### config.mk
export PLATFORM = sky130hd
export DESIGN_NAME = sevenseg_scan_driver
export DESIGN_NICKNAME = d
export VERILOG_FILES = /design/src/rtl/sevenseg_scan_driver.sv
export SDC_FILE = /design/constraint.sdc
export NUM_CORES = 1
export LEC_CHECK = 0
export ABC_CLOCK_PERIOD_IN_PS = 5150
export CAP_MARGIN = 10
export CORE_UTILIZATION = 30
export CTS_CLUSTER_DIAMETER = 40
export DETAILED_ROUTE_END_ITERATION = 6
export PLACE_DENSITY = 0.56
export SLEW_MARGIN = 0
export SYNTH_ARGS = -nofsm -noshare
export SYNTH_HDL_FRONTEND = slang
export SYNTH_SLANG_ARGS = --single-unit
### constraint.sdc
create_clock -name clock -period 5.15 [get_ports clock]
set_input_delay 1.03 -clock clock [delete_from_list [all_inputs] [get_ports clock]]
set_output_delay 1.03 -clock clock [all_outputs]
set_load 0.005 [all_outputs]
### src/rtl/sevenseg_scan_driver.sv
//------------------------------------------------------------------------------
// sevenseg_scan_driver
//
// Time-multiplexed driver for a common-anode 7-segment display with NDIGITS
// digits. One digit is driven per scan slot. Segments and digit selects are
// both active-low. New display values are double-buffered: a load lands in a
// pending buffer and is copied to the display buffer only when the scan wraps
// back to digit 0, so a frame is never drawn with a mix of old and new data.
//
// Parameters
//   NDIGITS       number of digits scanned (1..16)
//   DIGIT_PERIOD  clock cycles per digit slot (>= 2)
//   BLANK_CYCLES  all-off cycles at the start of each slot (< DIGIT_PERIOD)
//
// Ports
//   clock        in   system clock, rising edge
//   reset_n      in   asynchronous reset, active-low
//   value        in   hex nibbles, nibble i -> digit i (digit 0 rightmost)
//   dp           in   decimal point per digit, active-high, captured on load
//   digit_en     in   live per-digit enable, 0 = digit dark
//   load         in   one-cycle strobe capturing value/dp
//   busy         out  pending buffer waiting to be applied
//   frame_start  out  one-cycle pulse in the cycle after the scan wraps
//   segments     out  active-low, [7:1] = a..g, [0] = dp
//   digitselect  out  active-low one-hot digit select
//
// Build option
//   LEADING_ZERO_BLANK_EN  when defined, digit i (i > 0) is dark if nibbles
//                          i..NDIGITS-1 are all zero and its dp is clear.
//                          The slot is still consumed; digit 0 always lit.
//------------------------------------------------------------------------------
`timescale 1ns/1ps

module sevenseg_scan_driver #(
  parameter int NDIGITS      = 8,
  parameter int DIGIT_PERIOD = 100000,
  parameter int BLANK_CYCLES = 100
) (
  input  logic                   clock,
  input  logic                   reset_n,
  input  logic [4*NDIGITS-1:0]   value,
  input  logic [NDIGITS-1:0]     dp,
  input  logic [NDIGITS-1:0]     digit_en,
  input  logic                   load,
  output logic                   busy,
  output logic                   frame_start,
  output logic [7:0]             segments,
  output logic [NDIGITS-1:0]     digitselect
);

  localparam int CW = (DIGIT_PERIOD > 1) ? $clog2(DIGIT_PERIOD) : 1;
  localparam int IW = (NDIGITS > 1) ? $clog2(NDIGITS) : 1;

  localparam logic [CW-1:0] CNT_LAST  = CW'(DIGIT_PERIOD - 1);
  localparam logic [CW-1:0] CNT_BLANK = CW'(BLANK_CYCLES);
  localparam logic [IW-1:0] IDX_LAST  = IW'(NDIGITS - 1);

  // Active-high segment pattern a..g (bit 6 = a, bit 0 = g). b and d are
  // lowercase glyphs so they stay distinguishable from 8 and 0.
  function automatic logic [6:0] seg_pat(input logic [3:0] nib);
    logic [6:0] pat;
    case (nib)
      4'h0: pat = 7'h7E;
      4'h1: pat = 7'h30;
      4'h2: pat = 7'h6D;
      4'h3: pat = 7'h79;
      4'h4: pat = 7'h33;
      4'h5: pat = 7'h5B;
      4'h6: pat = 7'h5F;
      4'h7: pat = 7'h70;
      4'h8: pat = 7'h7F;
      4'h9: pat = 7'h7B;
      4'hA: pat = 7'h77;
      4'hB: pat = 7'h1F;
      4'hC: pat = 7'h4E;
      4'hD: pat = 7'h3D;
      4'hE: pat = 7'h4F;
      default: pat = 7'h47;
    endcase
    return pat;
  endfunction

  // Scan state
  logic [CW-1:0]          cnt_reg;
  logic [IW-1:0]          idx_reg;

  // Double buffer
  logic [4*NDIGITS-1:0]   pend_val_reg;
  logic [NDIGITS-1:0]     pend_dp_reg;
  logic [4*NDIGITS-1:0]   disp_val_reg;
  logic [NDIGITS-1:0]     disp_dp_reg;
  logic                   busy_reg;

  // Registered outputs
  logic                   frame_start_reg;
  logic [7:0]             segments_reg;
  logic [NDIGITS-1:0]     digitselect_reg;

  // Combinational next-output values
  logic [7:0]             segments_next;
  logic [NDIGITS-1:0]     digitselect_next;

  logic                   slot_end;
  logic                   frame_wrap;
  logic [3:0]             nib [NDIGITS];
  logic [NDIGITS-1:0]     lz_dark;

  assign slot_end   = (cnt_reg == CNT_LAST);
  assign frame_wrap = slot_end && (idx_reg == IDX_LAST);

  genvar gi;
  generate
    for (gi = 0; gi < NDIGITS; gi++) begin : g_nib
      assign nib[gi] = disp_val_reg[4*gi +: 4];
    end
  endgenerate

`ifdef LEADING_ZERO_BLANK_EN
  // A digit is a leading zero when it and every digit to its left are zero.
  // A set decimal point keeps the digit visible (e.g. "0.5").
  generate
    for (gi = 0; gi < NDIGITS; gi++) begin : g_lz
      if (gi == 0) begin : g_units
        assign lz_dark[gi] = 1'b0;
      end else begin : g_upper
        assign lz_dark[gi] = (disp_val_reg[4*NDIGITS-1:4*gi] == '0)
                             && !disp_dp_reg[gi];
      end
    end
  endgenerate
`else
  assign lz_dark = '0;
`endif

  // Output decode from the current counter/index; registered below, so the
  // pins lag the scan state by one cycle. digit_en is used live here.
  always_comb begin
    logic lit;
    segments_next    = 8'hFF;
    digitselect_next = '1;
    lit = (cnt_reg >= CNT_BLANK) && digit_en[idx_reg] && !lz_dark[idx_reg];
    if (lit) begin
      segments_next    = ~{seg_pat(nib[idx_reg]), disp_dp_reg[idx_reg]};
      digitselect_next = ~(NDIGITS'(1) << idx_reg);
    end
  end

  always_ff @(posedge clock or negedge reset_n) begin
    if (!reset_n) begin
      cnt_reg         <= '0;
      idx_reg         <= '0;
      pend_val_reg    <= '0;
      pend_dp_reg     <= '0;
      disp_val_reg    <= '0;
      disp_dp_reg     <= '0;
      busy_reg        <= 1'b0;
      frame_start_reg <= 1'b0;
      segments_reg    <= 8'hFF;
      digitselect_reg <= '1;
    end else begin
      // Slot counter and digit index
      if (slot_end) begin
        cnt_reg <= '0;
        idx_reg <= (idx_reg == IDX_LAST) ? '0 : idx_reg + IW'(1);
      end else begin
        cnt_reg <= cnt_reg + CW'(1);
      end

      frame_start_reg <= frame_wrap;

      // Buffer management. A load on the wrap cycle goes straight to the
      // display buffer (the new frame starts with it) and drops any older
      // pending data; otherwise loads park in pending until the next wrap.
      if (load) begin
        if (frame_wrap) begin
          disp_val_reg <= value;
          disp_dp_reg  <= dp;
          busy_reg     <= 1'b0;
        end else begin
          pend_val_reg <= value;
          pend_dp_reg  <= dp;
          busy_reg     <= 1'b1;
        end
      end else if (frame_wrap && busy_reg) begin
        disp_val_reg <= pend_val_reg;
        disp_dp_reg  <= pend_dp_reg;
        busy_reg     <= 1'b0;
      end

      segments_reg    <= segments_next;
      digitselect_reg <= digitselect_next;
    end
  end

  assign busy        = busy_reg;
  assign frame_start = frame_start_reg;
  assign segments    = segments_reg;
  assign digitselect = digitselect_reg;

endmodule

==> impl_metrics.toml <==
[run_status]
status = "finished clean"

[placement]
dp_hpwl_microns = 7990
place_congestion = 0.817
io_buffers = 68

[sta]
period_needed_ps = 3150
setup_violations = 0
hold_viol = 0
tns_ps = 0
max_freq_ghz = 0.318
skew_ps = 10.9
relSlewSlack_pct = 25.2
worst_slew_pin_slew_ps = 1120
fin_crit_sh_pct = 61.1
slew_violations = 0
grt_setup_unrepaired = "no"

[route]
routedWlPerCell_microns = 15.6
route.met2.wl_microns = 5620
wl_met3_microns = 405
drt_iter0_drc = 135
dr.pass1.iters = 4
vias_per_cell = 4.64
m1WireLength_microns = 5270
route.vias.total = 3406
routed.top_layer = "met4"
detail-route-antenna-nets = 0
remaining_drc_errors = 0
routed_wl_microns = 11500

[global_routing]
grt_pass1_vias = 3654
antenna_found_initial = 0
overflow = 0
grt_usage_pct = 13.0
grt_max_degree = 83
grt_pass1_wl_microns = 19200

[power]
p_leak_uw = 0.00315
power_density_mw_per_mm2 = 325
power_uw = 2340
peakVddDrop_uv = 230

[finish]
drive_gt1_share_pct = 29.9
final_core_util_pct = 39.3
final_nets = 557
syn_to_final_growth_pct = 26.6
diodes = 0

[worst_hold_path]
worstHoldStart = "pend_dp_reg[5]$_DFFE_PN0P_"
min_to = "pend_dp_reg[5]$_DFFE_PN0P_"
holdPathStages = 1
hold_class = "flop to flop"

[run]
cap_violations = 0

[clock_tree]
htreeDepth = 4
clk_path_buf_depth = 2
cts_tree = "yes"
ctsResizeCount = 0
clock_latency_ps = 410
cts_setup_buffers = 0
clk_pin_slew_ps = 60
cts.sinks = 118
postCtsHoldBufs = 0
cts.root.buffer_cell = "clkbuf_16"
cts_inserted_buffers = 17

[synthesis]
synth_top_area_share_pct = 45.0
syn_area_sq_mm = 0.00567
yosys-top-cells-area = "dfrtp_1, mux2_2, mux2_1, dfstp_2, mux4_2"
yosysTopAreaCell = "dfrtp_1"
ys_warn_count = 0
avgSynthCellArea_sq_um = 13.5
ys_types = 43
ys_ff_latch = 118
synth_flop_cell = "dfrtp_1"
synthArstFlopShare_pct = 100
synthCells = 419
synth-edff-count = 0
synthesis.nets = 484
ys_seq_area_share_pct = 52.4

[worst_setup_path]
r2r-end = "disp_val_reg[7]$_DFFE_PN0P_"
regToRegSetupSlack_ps = 2000
start_kind = "flop"
worst-path-buf-inv = 0
path_delay_family = "simple AND/OR/NAND/NOR gates"
arrival_ps = 3420
path_max_fanout = 40
cp-end-kind = "flop"
path_cells = "ha_1 -> nand4_1 -> nor4_4 -> nand3b_2 -> mux2_1"
crit_slowest_cell = "nand3b_2"
r2r_start = "cnt_reg[0]$_DFF_PN0_"
critical_path_class = "flop to flop"
rr_worst_depth = 5
critPathMaxStageDelay_ps = 910
required_ps = 5430
cp.depth = 5

[floorplan]
initial_core_util_pct = 31.1
die_x_microns = 140
core_sq_mm = 0.0183
die_h_microns = 140
dieArea_sq_mm = 0.0195
io_pins = 69
rows = 49
[layer usage]
| layer | vias to the layer above | global-route usage [%] |
|---|---|---|
| met3 | 10 | 3.82 |
| met4 | 0 | 4.97 |
| met1 | 1690 | 16.1 |
| met5 | - | 0 |
| met2 | 65 | 21.4 |
| li1 | 1641 | - |
[placed cells by master (no fill, tap or decap), types with 3 or more instances in the layout]
cell type / instances
bufinv_16: 3
nor2_1: 20
mux4_2: 10
clkbuf_16: 17
dfstp_2: 16
xor2_1: 8
clkdlybuf4s50_1: 66
xnor2_1: 7
o21ai_0: 4
mux2_2: 79
mux2i_1: 7
inv_1: 12
dfrtp_1: 102
ha_1: 14
clkinv_4: 4
buf_4: 6
mux2_1: 43
nand3_1: 14
o221ai_1: 4
nand2_1: 19
clkinvlp_4: 3
nor3_1: 7
nand4_1: 4
[final cells by class]
| type | instances | area, sq um |
|---|---|---|
| Fill cell | 1724 | 11100 |
| Tap cell | 229 | 287 |
| Sequential cell | 118 | 2970 |
| Timing Repair Buffer | 74 | 716 |
| Inverter | 13 | 48.8 |
| Multi-Input combinational cell | 268 | 2550 |
| Clock buffer | 18 | 439 |
| Clock inverter | 14 | 175 |
[cells in the mapped netlist (7+ instances only)]
cell type,number
clkbuf_1,9
dfrtp_1,102
dfstp_2,16
ha_1,14
inv_1,12
mux2_1,43
mux2_2,79
mux2i_1,7
mux4_2,10
nand2_1,19
nand3_1,14
nor2_1,20
nor3_1,7
xnor2_1,7
xor2_1,8
[metrics by stage]
stage	cells	worst slack, ps	hold slack [ps]	instance area, sq um
floorplan	419	2680	454	5670
global placement	701	2050	466	6570
detailed placement	701	1970	478	6570
CTS	733	1950	489	7180
global route	734	1700	505	7180
finish	734	2000	484	7180
[worst register-to-register path, stage by stage, from the launching register on]
cell	delay, ps
dfrtp_1	390
ha_1	220
nand4_1	330
nor4_4	490
nand3b_2	910
mux2_1	670
[report_power, final]
part,internal [uW],total (uW),leakage (uW),switching (uW)
Combinational,90.9,149,0.00138,57.8
Clock,777,1210,0.000293,437
Sequential,960,974,0.00148,13.9
[how the worst max path moves through the flow]
stage | startpoint | to | slack (ps)
2_1_floorplan | idx_reg[0]$_DFFE_PN0N_ | segments[4]$_DFF_PN1_ | 2680
3_3_place_gp | cnt_reg[12]$_DFF_PN0_ | disp_dp_reg[7]$_DFFE_PN0P_ | 2050
3_5_place_dp | load | disp_val_reg[7]$_DFFE_PN0P_ | 1970
4_1_cts | cnt_reg[12]$_DFF_PN0_ | disp_val_reg[7]$_DFFE_PN0P_ | 1950
5_1_grt | cnt_reg[12]$_DFF_PN0_ | disp_val_reg[7]$_DFFE_PN0P_ | 1700
6_report | cnt_reg[0]$_DFF_PN0_ | disp_val_reg[7]$_DFFE_PN0P_ | 2000
[logic make-up (layout without fill, tap and decap cells)]
logic type,after synthesis,after routing,synth area share (%)
xor gates and xnor gates,15,15,2.32
adders and majority gates,14,14,3.09
muxes,140,140,29.8
buffers and inverters,33,119,2.91
and+or+nand+nor,79,79,6.95
DFF,118,118,52.4
AOI/OAI and AO/OA,20,20,2.51
No activity file was read; power rests on OpenSTA's default activity.
